<file path="src/rtl/multicast_fanout_pkg.sv">
// Shared router constants, direction codes and fanout FSM state encoding.
package multicast_fanout_pkg;

    localparam int unsigned ValidBitPos    = 81;
    localparam int unsigned lg_numprocs    = 3;
    localparam int unsigned FlitWidth      = ValidBitPos + 1;
    localparam int unsigned FlitChildWidth = FlitWidth + lg_numprocs;
    localparam int unsigned ROUTE_LEN      = 3;
    localparam int unsigned PORT_NUM       = 6;

    localparam logic [ROUTE_LEN-1:0] DIR_XPOS = 3'd0;
    localparam logic [ROUTE_LEN-1:0] DIR_XNEG = 3'd1;
    localparam logic [ROUTE_LEN-1:0] DIR_YPOS = 3'd2;
    localparam logic [ROUTE_LEN-1:0] DIR_YNEG = 3'd3;
    localparam logic [ROUTE_LEN-1:0] DIR_ZPOS = 3'd4;
    localparam logic [ROUTE_LEN-1:0] DIR_ZNEG = 3'd5;

    typedef enum logic {
        IDLE = 1'b0,
        SEND = 1'b1
    } state_t;

endpackage

</file>
<file path="src/rtl/fanout_port_slot.sv">
// One output port's pending-copy bit and its valid/avail handshake.
module fanout_port_slot (
    input  logic clk,
    input  logic rst,
    input  logic load,
    input  logic load_bit,
    input  logic out_avail,
    output logic pending,
    output logic blocked
);

    // A new load wins over a same-cycle drain: the old copy is delivered
    // at this edge and the new flit's bit takes its place.
    always_ff @(posedge clk or negedge rst) begin
        if (!rst)
            pending <= 1'b0;
        else if (load)
            pending <= load_bit;
        else if (pending && out_avail)
            pending <= 1'b0;
    end

    assign blocked = pending & ~out_avail;

endmodule

</file>
<file path="src/rtl/multicast_fanout.sv">
// Replicates one accepted flit to every port in its destination mask.
// Optional perf counters are enabled by defining MCAST_PERF_CNT_EN.
module multicast_fanout
    import multicast_fanout_pkg::*;
#(
    parameter int unsigned FAN_OUT = PORT_NUM
) (
    input  logic                              clk,
    input  logic                              rst,
    input  logic [FlitChildWidth-1:0]         in,
    input  logic [FAN_OUT-1:0]                in_dst_mask,
    input  logic                              in_valid,
    output logic                              in_avail,
    output logic [FAN_OUT*FlitChildWidth-1:0] out,
    output logic [FAN_OUT-1:0]                out_valid,
    input  logic [FAN_OUT-1:0]                out_avail
`ifdef MCAST_PERF_CNT_EN
    ,
    output logic [31:0]                       flit_cnt,
    output logic [31:0]                       drop_cnt,
    output logic [31:0]                       stall_cnt
`endif
);

    state_t                    state, state_d;
    logic                      alive;
    logic                      accept;
    logic [FlitChildWidth-1:0] held;
    logic [FAN_OUT-1:0]        pending;
    logic [FAN_OUT-1:0]        blocked;

    // Holds in_avail low until the first edge after reset release.
    always_ff @(posedge clk or negedge rst) begin
        if (!rst)
            alive <= 1'b0;
        else
            alive <= 1'b1;
    end

    assign in_avail = alive & ((state == IDLE) | ~(|blocked));
    assign accept   = in_valid & in_avail;

    always_ff @(posedge clk or negedge rst) begin
        if (!rst) begin
            state <= IDLE;
            held  <= '0;
        end else begin
            state <= state_d;
            if (accept)
                held <= in;
        end
    end

    always_comb begin
        state_d = state;
        if (accept)
            state_d = (|in_dst_mask) ? SEND : IDLE;
        else if (state == SEND && !(|blocked))
            state_d = IDLE;
    end

    for (genvar i = 0; i < FAN_OUT; i++) begin : g_port
        fanout_port_slot u_slot (
            .clk       (clk),
            .rst       (rst),
            .load      (accept),
            .load_bit  (in_dst_mask[i]),
            .out_avail (out_avail[i]),
            .pending   (pending[i]),
            .blocked   (blocked[i])
        );
        assign out[i*FlitChildWidth +: FlitChildWidth] = held;
    end

    assign out_valid = pending;

`ifdef MCAST_PERF_CNT_EN
    always_ff @(posedge clk or negedge rst) begin
        if (!rst) begin
            flit_cnt  <= '0;
            drop_cnt  <= '0;
            stall_cnt <= '0;
        end else begin
            if (accept)
                flit_cnt <= flit_cnt + 32'd1;
            if (accept && !(|in_dst_mask))
                drop_cnt <= drop_cnt + 32'd1;
            if (state == SEND && (|blocked))
                stall_cnt <= stall_cnt + 32'd1;
        end
    end
`endif

endmodule
</file>
<file path="config.mk">
export PLATFORM = sky130hd
export DESIGN_NAME = multicast_fanout
export DESIGN_NICKNAME = d
export VERILOG_FILES = /design/src/rtl/multicast_fanout_pkg.sv /design/src/rtl/fanout_port_slot.sv /design/src/rtl/multicast_fanout.sv
export SDC_FILE = /design/constraint.sdc
export NUM_CORES = 1
export LEC_CHECK = 0
export ABC_AREA = 1
export CORE_AREA = 5 5 235 237
export DETAILED_ROUTE_END_ITERATION = 8
export DIE_AREA = 0 0 240 242
export PLACE_DENSITY = 0.46
export SLEW_MARGIN = 10
export SYNTH_ARGS = -nofsm -noshare
export SYNTH_HDL_FRONTEND = slang
export SYNTH_SLANG_ARGS = --single-unit
</file>
<file path="constraint.sdc">
create_clock -name clk -period 1.3 [get_ports clk]
set_input_delay 0.26 -clock clk [delete_from_list [all_inputs] [get_ports clk]]
set_output_delay 0.26 -clock clk [all_outputs]
set_load 0.01 [all_outputs]
</file>
==> results.toml <==
[final_layout]
mostFrequentLayoutCells = "688 x buf_6, 191 x nand2_1, 97 x clkdlybuf4s50_1, 91 x nand4_1, 84 x buf_2"
area_delta_synth_final_pct = 112
layout_commonest_cell = "buf_6"
final_util_pct = 29.0
antenna_cells = 0
stdcell_count = 2079
nFillCells = 5448
drive_gt1_share_pct = 70.1
design_area_sq_um = 15400
nets = 1478

[floorplanning]
start_util_pct = 13.7
die_x_microns = 240
top_level_ports = 617
die_h_microns = 242
rows = 85
fp.dieArea_sq_um = 58100
core_sq_um = 53100

[sta]
finalMaxSlewViolations = 0
rsz0062_at_grt = "true"
hold_ws_ps = 224
hold_viol = 0
layout_min_cycle_time_ps = 1620
fmax_mhz = 617
period_share_pct = 125
tns_ps = -50930
setup_viol = 476
setup_ws_ps = -320
finalClockSkew_ps = 10.3

[synthesis]
avgSynthCellArea_sq_um = 8.34
synth_cell_types = 16
synth-compound-area-share_pct = 0.172
ys_ff_latch = 93
yosys_warnings = 0
yosys.area_share.adder_pct = 0
netlist.area_leader.share_pct = 44.6
syn-num-nets = 971
synth_top_area_cell = "buf_4"
synthSimpleGateAreaFrac_pct = 18.4
postSynthCellCount = 871
synth_mux_area_share_pct = 0
synthTopCellsByArea = "buf_4 45%, dfrtp_1 32%, nand2_1 10%, nand4_1 7.8%, buf_6 2.8%"
synth_top_family_by_area = "buffers and inverters"
syn-cell-area_sq_um = 7260
ys_seq_area_share_pct = 32.1
synth-xor-area-share_pct = 0

[power]
seqPwrFrac_pct = 19.2
vdd_drop_max_mv = 0.634
p_int_mw = 14.2
combPwrFrac_pct = 67.5
p_sw_mw = 7.81
leakage_nw = 7.73
clkPwrFrac_pct = 13.3
power_density_nw_per_um2 = 1430
switching_share_pct = 35.5

[placed_design]
post_dp_cell_area_sq_um = 11100
dp.cells = 1733
dp.final_hpwl_microns = 20900
portBuffers = 616
routabilityCongestion = 0.728

[route]
wl_per_cell_microns = 17.2
drcViolationCount = 0
drt_first_pass_iters = 4
drt_iter0_drc = 142
wl_microns = 35800
ant_nets = 0
routed_via_density = 3.48
vias = 7238

[cts]
h-tree-depth = 3
cts_buffer_depth = 2
numCtsBuffers = 9
cts_tree = "done"
cts-root-buf = "clkbuf_16"
cts.sinks = 93
clkLatencyLatePin_ps = 380
clk_pin_slew_worst_paths_ps = 80

[status]
outcome = "finished, violations left"
violations = "negative setup slack"

[run]
maxCapViolCount = 0

[global_route]
grt_max_degree = 50
track_usage_pct = 10.7
grt_pass1_wl_microns = 47900
grt_overflow = 0
grt_pass1_vias = 7763
grt_antenna_before_repair = 3

[hold_path]
min_path_type = "input port to asynchronous set/reset pin"

[critical_path]
critPathCaptureType = "output port"
cp-start-kind = "flop"
critPathKind = "flop to output port"
cp_max_fo = 2
crit_required_ps = 1040
crit_arrival_ps = 1360
-- worst max-delay path, stage by stage (launching register included) --
cell     delay [ps]
dfrtp_1         400
nand2_1          80
nand2_1          60
nor2_1           80
nand2_1          90
a21oi_2         120
buf_2           140
-- metrics by stage --
stage | total power, mW | worst slack [ps]
detailed placement | 14.0 | -687
finish | 22.0 | -320
global route | 23.2 | -475
global placement | 14.0 | -686
CTS | 20.6 | -359
floorplan | 10.2 | 37.6
-- final timing paths --
check                                                          start                   end  slack (ps)  cells after the start
worst max-delay path            g_port[0].u_slot.pending$_DFFE_PN0P_              in_avail        -320                      6
worst min-delay path                                             rst  held[77]$_DFFE_PN0P_         220                      2
worst max register to register  g_port[0].u_slot.pending$_DFFE_PN0P_  held[74]$_DFFE_PN0P_        -320                     11
min in group clk                                            in_valid  held[81]$_DFFE_PN0P_         230                      3
max in group asynchronous                                        rst  held[20]$_DFFE_PN0P_         530                      3
worst min register to register                  held[66]$_DFFE_PN0P_  held[66]$_DFFE_PN0P_         540                      2
-- power groups by stage --
stage / Sequential [mW] / Clock [mW] / Combinational [mW]
global route: 4.32 / 3.21 / 15.7
CTS: 4.18 / 3.12 / 13.3
detailed placement: 4.62 / 0 / 9.34
finish: 4.23 / 2.93 / 14.8
global placement: 4.56 / 0 / 9.39
floorplan: 4.48 / 0 / 5.74
-- synth_stat cells --
master	count
nand3_4	1
nand2_1	193
inv_1	15
conb_1	1
buf_2	8
buf_4	431
buf_1	1
nand2_2	1
nor2_1	3
o31ai_1	1
clkbuf_1	12
nor3_1	1
buf_6	18
nand4_1	91
dfrtp_1	93
a21oi_1	1
-- cells by family (layout without fill, tap and decap cells) --
group | Yosys count | in the layout
DFF | 93 | 93
AOI/OAI and AO/OA | 2 | 2
and+or+nand+nor | 290 | 290
buffers and inverters | 485 | 997
other | 1 | 1
-- state kept, by name, summed over array words and instances, names as in the netlist --
signal,count
alive,1
g_port.u_slot.pending,6
held,85
state,1
-- layer usage --
metal | vias to the layer above | routed length [microns] | part of all wire [%] | track usage (%)
li1 | 3361 | - | - | -
met5 | - | 44 | 0.12 | 0
met2 | 387 | 19300 | 54 | 20.7
met3 | 28 | 3080 | 8.6 | 3.28
met1 | 3456 | 12700 | 36 | 10.7
met4 | 6 | 620 | 1.7 | 3.82
-- cell type report --
type                            count  area (sq um)  share of cell area (%)
Sequential cell                    93          2430                    15.8
Multi-Input combinational cell    293          1370                    8.93
Clock inverter                      5          58.8                   0.382
Inverter                           15          56.3                   0.366
Clock buffer                       11           243                    1.58
Timing Repair Buffer              966         10300                    67.3
Tap cell                          696           871                    5.66
-- repair_timing --
| action | 4_1_cts | 5_1_grt |
|---|---|---|
| setup buffers | 299 | 68 |
| pin swaps | 3 | 0 |
| gates cloned | 3 | 10 |
| endpoints found under the hold margin | 93 | 0 |
| hold buffers | 1 | 0 |
| resized for setup | 2651 | 260 |
| endpoints found under the setup margin | 609 | 526 |
Note: power is estimated with default switching activity, not from simulation.
